[src/rtl/piso_pkg.sv]
// Shared types and helpers for the parallel-in serial-out shifter.
// No logic of its own; sizes the symbol counter for a given word depth.
// Backpressure behaviour is defined by the modules that import it.
package piso_pkg;

    typedef enum logic {
        IDLE  = 1'b0,
        SHIFT = 1'b1
    } piso_state_t;

    // Counter width for the remaining-symbol count, never narrower than one bit.
    function automatic int piso_cnt_width(input int depth);
        return (depth > 1) ? $clog2(depth) : 1;
    endfunction

endpackage

[src/rtl/piso_shift_register_if.sv]
// Stream bundle for the shifter: one parallel word in, one symbol per beat out.
// Pure wiring, no latency.
// Valid/ready on both sides; the producer holds data while valid and not ready.
interface piso_shift_register_if #(
    parameter int WIDTH = 2,
    parameter int DEPTH = 4
);

    logic                     in_valid;
    logic                     in_ready;
    logic [WIDTH*DEPTH-1:0]   in_data;
    logic                     out_valid;
    logic                     out_ready;
    logic [WIDTH-1:0]         out_data;
    logic                     out_last;

    modport master (
        output in_valid,
        output in_data,
        output out_ready,
        input  in_ready,
        input  out_valid,
        input  out_data,
        input  out_last
    );

    modport slave (
        input  in_valid,
        input  in_data,
        input  out_ready,
        output in_ready,
        output out_valid,
        output out_data,
        output out_last
    );

endinterface

[src/rtl/piso_ctrl.sv]
// Control FSM and remaining-symbol counter for the serialiser (build option PISO_SHIFT_REGISTER_BACK_TO_BACK_EN).
// Registered out_valid/out_last appear one cycle after a word is accepted.
// in_ready drops while symbols are pending; with the option, it reopens on the last symbol if out_ready.
module piso_ctrl
    import piso_pkg::*;
#(
    parameter int DEPTH = 4
) (
    input  logic CLK,
    input  logic RESETN,
    input  logic in_valid,
    input  logic out_ready,
    output logic in_ready,
    output logic out_valid,
    output logic out_last,
    output logic load,
    output logic advance
);

    localparam int            CW       = piso_cnt_width(DEPTH);
    localparam logic [CW-1:0] LAST_CNT = CW'(DEPTH - 1);
    localparam logic          ONE_SYM  = (DEPTH == 1);

    piso_state_t   state;
    logic [CW-1:0] count;
    logic          cnt_zero;

    assign cnt_zero = (count == '0);

`ifdef PISO_SHIFT_REGISTER_BACK_TO_BACK_EN
    // A new word may land in the same cycle the last symbol leaves.
    assign in_ready = (state == IDLE) | (out_ready & cnt_zero);
`else
    assign in_ready = (state == IDLE);
`endif

    assign load    = in_valid & in_ready;
    assign advance = out_valid & out_ready;

    // State, count and registered output flags; a reload at the last symbol keeps streaming.
    always_ff @(posedge CLK) begin
        if (!RESETN) begin
            state     <= IDLE;
            count     <= '0;
            out_valid <= 1'b0;
            out_last  <= 1'b0;
        end else begin
            case (state)
                IDLE: begin
                    if (load) begin
                        state     <= SHIFT;
                        count     <= LAST_CNT;
                        out_valid <= 1'b1;
                        out_last  <= ONE_SYM;
                    end
                end
                SHIFT: begin
                    if (advance) begin
                        if (!cnt_zero) begin
                            count    <= count - CW'(1);
                            out_last <= (count == CW'(1));
                        end else if (load) begin
                            count    <= LAST_CNT;
                            out_last <= ONE_SYM;
                        end else begin
                            state     <= IDLE;
                            out_valid <= 1'b0;
                            out_last  <= 1'b0;
                        end
                    end
                end
                default: begin
                    state     <= IDLE;
                    count     <= '0;
                    out_valid <= 1'b0;
                    out_last  <= 1'b0;
                end
            endcase
        end
    end

endmodule

[src/rtl/piso_shift_register.sv]
// Parallel-in serial-out shifter: WIDTH*DEPTH word out as DEPTH symbols, LSB symbol first (option PISO_SHIFT_REGISTER_BACK_TO_BACK_EN).
// First symbol one cycle after acceptance, one symbol per out_ready beat after that.
// out_data/out_last hold while stalled; input is refused until the word drains (or its last beat with the option).
module piso_shift_register
    import piso_pkg::*;
#(
    parameter int WIDTH = 2,
    parameter int DEPTH = 4
) (
    input  logic                 CLK,
    input  logic                 RESETN,
    piso_shift_register_if.slave bus
);

    localparam int WORD_W = WIDTH * DEPTH;

    logic [WORD_W-1:0] shreg;
    logic              load;
    logic              advance;

    piso_ctrl #(
        .DEPTH (DEPTH)
    ) u_ctrl (
        .CLK       (CLK),
        .RESETN    (RESETN),
        .in_valid  (bus.in_valid),
        .out_ready (bus.out_ready),
        .in_ready  (bus.in_ready),
        .out_valid (bus.out_valid),
        .out_last  (bus.out_last),
        .load      (load),
        .advance   (advance)
    );

    // Load wins over shift; shifting out the final symbol leaves zeros, so idle out_data reads 0.
    always_ff @(posedge CLK) begin
        if (!RESETN) begin
            shreg <= '0;
        end else if (load) begin
            shreg <= bus.in_data;
        end else if (advance) begin
            shreg <= shreg >> WIDTH;
        end
    end

    assign bus.out_data = shreg[WIDTH-1:0];

endmodule

[src/flat_wrapper.sv]
// flat-port wrapper written by rule: the top's interface ports become plain ports
module piso_shift_register_flat import piso_pkg::*;
#(
    parameter int WIDTH = 2,
    parameter int DEPTH = 4
)
  (CLK, RESETN, bus_in_valid, bus_in_data, bus_out_ready, bus_in_ready, bus_out_valid, bus_out_data, bus_out_last);
  piso_shift_register_if #(.WIDTH(WIDTH), .DEPTH(DEPTH)) bus_i ();
  input  logic CLK;
  input  logic RESETN;
  input wire logic [$bits(bus_i.in_valid)-1:0] bus_in_valid;
  input wire logic [$bits(bus_i.in_data)-1:0] bus_in_data;
  input wire logic [$bits(bus_i.out_ready)-1:0] bus_out_ready;
  output wire logic [$bits(bus_i.in_ready)-1:0] bus_in_ready;
  output wire logic [$bits(bus_i.out_valid)-1:0] bus_out_valid;
  output wire logic [$bits(bus_i.out_data)-1:0] bus_out_data;
  output wire logic [$bits(bus_i.out_last)-1:0] bus_out_last;
  assign bus_i.in_valid = bus_in_valid;
  assign bus_i.in_data = bus_in_data;
  assign bus_i.out_ready = bus_out_ready;
  assign bus_in_ready = bus_i.in_ready;
  assign bus_out_valid = bus_i.out_valid;
  assign bus_out_data = bus_i.out_data;
  assign bus_out_last = bus_i.out_last;
  piso_shift_register #(.WIDTH(WIDTH), .DEPTH(DEPTH)) u_core (.CLK(CLK), .RESETN(RESETN), .bus(bus_i));
endmodule
[config.mk]
export PLATFORM = sky130hd
export DESIGN_NAME = piso_shift_register_flat
export DESIGN_NICKNAME = d
export VERILOG_FILES = /design/src/rtl/piso_pkg.sv /design/src/rtl/piso_shift_register_if.sv /design/src/rtl/piso_ctrl.sv /design/src/rtl/piso_shift_register.sv /design/src/flat_wrapper.sv
export SDC_FILE = /design/constraint.sdc
export NUM_CORES = 1
export LEC_CHECK = 0
export ABC_CLOCK_PERIOD_IN_PS = 2300
export CAP_MARGIN = 20
export CELL_PAD_IN_SITES_DETAIL_PLACEMENT = 1
export CELL_PAD_IN_SITES_GLOBAL_PLACEMENT = 2
export CORE_MARGIN = 5
export CORE_UTILIZATION = 28
export CTS_CLUSTER_SIZE = 8
export DETAILED_ROUTE_END_ITERATION = 8
export HOLD_SLACK_MARGIN = 0.02
export PLACE_DENSITY_LB_ADDON = 0.1
export SLEW_MARGIN = 25
export SYNTH_ARGS = -nofsm -noshare
export SYNTH_HDL_FRONTEND = slang
export SYNTH_SLANG_ARGS = --single-unit
[constraint.sdc]
create_clock -name CLK -period 2.3 [get_ports CLK]
set_input_delay 0.345 -clock CLK [delete_from_list [all_inputs] [get_ports CLK]]
set_output_delay 0.345 -clock CLK [all_outputs]
set_load 0.01 [all_outputs]
==> qor.yml <==
run_status:
  status: "complete, no violations"
detailed_routing:
  drc: 0
  ant_nets: 0
  post_drt_wl_per_cell_um: 11.4
  drt_iter0_drc: 0
  drt-total-wl_mm: 1.19
  vias: 475
  post_drt_via_cell_ratio: 4.57
  firstDrtPassIters: 1
synthesis:
  syn_area_per_cell_um2: 9.41
  synth_area_um2: 574
  syn_inst: 61
  synth_area_leader_cell: "dfxtp_1"
  synthDistinctLibCells: 21
  synth.yosys.seq_area_share_pct: 45.3
  yosys_warnings: 0
  synthTopCellsByArea: "dfxtp_1 45%, mux2i_1 10%, a21oi_1 7.0%"
  synth-seq-cells: 13
  syn_nets: 73
  netlist.area_leader.share_pct: 45.3
floorplan:
  dieWidth_um: 55.3
  die-area_um2: 3060
  die_h_um: 55.3
  fp-row-count: 16
  initial_core_util_pct: 29.3
  ios: 17
  coreArea_um2: 1960
clocking:
  clock-sinks: 13
  clockBufferDepth: 2
  cts_setup_buffers: 0
  clkTransAtPathRegs_ns: 0.08
  cts_tree: "built"
  cts-buffers-inserted: 3
  htree_levels: 1
  clkLatencyLatePin_ns: 0.27
  cts_resized: 0
  cts_root_buffer: "clkbuf_4"
  hold_buffers: 0
global_route:
  grt_pass1_wl_mm: 2.12
  overflow: 0
  antenna_found_initial: 0
  grt_usage_pct: 8.83
  grt_max_degree: 16
  grt_pass1_vias: 498
setup_path:
  path_depth: 2
  cp.required_ns: 1.96
  cp_top_family: "buffers and inverters"
  cp_slowest_stage_delay_ns: 0.48
  cp_cell_sequence: "inv_1 -> clkdlybuf4s50_1"
  cp_max_fo: 7
  slowest_stage: "clkdlybuf4s50_1"
  worst_r2r_path_depth: 3
  cp-end-kind: "output port"
  worstPathArrival_ns: 1.24
  crit_buf_inv: 2
  crit_type: "flip-flop to output port"
  start_kind: "flip-flop"
sta:
  hold_violations: 0
  whs_ns: 0.482
  tightest_slew_ns: 0.424
  slew_headroom_pct: 71.6
  setup_viol: 0
  drv_slew: 0
  fmax_ghz: 0.630
  rsz0062_at_grt: "no"
  min_period_over_period_pct: 69.0
  setup-tns-final_ns: 0
  final.setup_skew_ns: 0.00382
  min_period_ns: 1.59
power_and_ir_drop:
  power.static_leakage_nw: 0.318
  p_per_area_nw_per_um2: 626
  vdd_drop_max_uv: 325
worst_hold_path:
  hp-class: "flip-flop to flip-flop"
  hold_path_depth: 2
final_layout:
  fillers: 258
  area_delta_synth_final_pct: 32.5
  drive_gt1_share_pct: 7.79
  final_cell_mix: "16 x clkdlybuf4s50_1, 13 x dfxtp_1, 8 x a21oi_1"
  layout_commonest_cell: "clkdlybuf4s50_1"
  nets: 90
  diodes: 0
place:
  gp_congestion: 0.658
  io_buffers: 16
  place.detailed.hpwl_um: 895
flow_run:
  cap_violations: 0
-- sequential cells by signal, summed over array words and instances, names as in the netlist --
| signal | count |
|---|---|
| u_core.shreg | 8 |
| u_core.u_ctrl.count | 2 |
| u_core.u_ctrl.out_last | 1 |
| u_core.u_ctrl.out_valid | 1 |
| u_core.u_ctrl.state | 1 |
-- metrics by stage --
step	instance area (um2)	power, mW	utilization, %	setup slack [ns]	std cells
final	761	0.476	38.8	0.713	104
after global routing	761	0.509	38.8	0.622	104
after CTS	761	0.488	38.8	0.676	104
after detailed placement	734	0.342	37.4	0.798	100
after global placement	734	0.342	37.4	0.822	100
after floorplan	574	0.307	-	1.37	61
-- synthesized netlist by cell type --
cell      count
o21ai_2       1
nand3b_1      1
nand3_1       5
and2b_1       1
nand2_1       3
inv_1         2
and4b_1       1
nand2_2       1
o211a_1       1
a21boi_0      3
buf_8         1
mux2i_1       6
o21ai_0       4
nor2_1        2
buf_1         1
a21oi_1       8
o21ai_1       3
nand2b_4      1
dfxtp_1      13
buf_4         2
a21boi_1      1
-- cell families (layout without fill, tap and decap cells) --
group           count (synthesis)  after routing  share of synthesized area (%)
compound gates                 21             21                           21.6
flops                          13             13                           45.3
mux                             6              6                           10.5
buf+inv                         6             22                           7.19
simple gates                   15             15                           15.5
-- final timing paths --
check | start | end | slack (ns)
worst min-delay path | u_core.u_ctrl.out_last$_SDFFE_PN0P_ | u_core.u_ctrl.out_last$_SDFFE_PN0P_ | 0.48
worst max-delay path | u_core.u_ctrl.state$_SDFF_PN0_ | bus_in_ready | 0.71
worst max register to register | u_core.u_ctrl.state$_SDFF_PN0_ | u_core.u_ctrl.count[1]$_SDFFE_PN0P_ | 1.29
worst min register to register | u_core.u_ctrl.out_last$_SDFFE_PN0P_ | u_core.u_ctrl.out_last$_SDFFE_PN0P_ | 0.48
-- metal layers --
metal	up-vias	track usage [%]	routed length, um
met5	-	0	0
met4	0	5.21	7
met3	2	3.26	50
li1	248	-	-
met2	7	15.4	597
met1	218	8.91	533
-- cell type report --
type | count | area [um2] | area share, %
inverters | 2 | 7.51 | 0.987
well taps | 27 | 33.8 | 4.44
flip-flops and latches | 13 | 260 | 34.2
repair buffers | 16 | 160 | 21.1
clock buffers | 4 | 26.3 | 3.45
multi-input cells | 42 | 273 | 35.9
-- worst register-to-register path, delay by kind of cell, from the launching register on --
family / cells / cell delay, ns
flops: 1 / 0.43
simple gates: 2 / 0.32
compound gates: 1 / 0.16
-- where the power goes --
| part | total, mW | internal [mW] | switching [mW] |
|---|---|---|---|
| logic | 0.0811 | 0.0467 | 0.0343 |
| registers | 0.254 | 0.242 | 0.0119 |
| clock network | 0.141 | 0.0671 | 0.0744 |
| total | 0.476 | 0.356 | 0.121 |
Note: power is estimated with default switching activity, not from simulation.
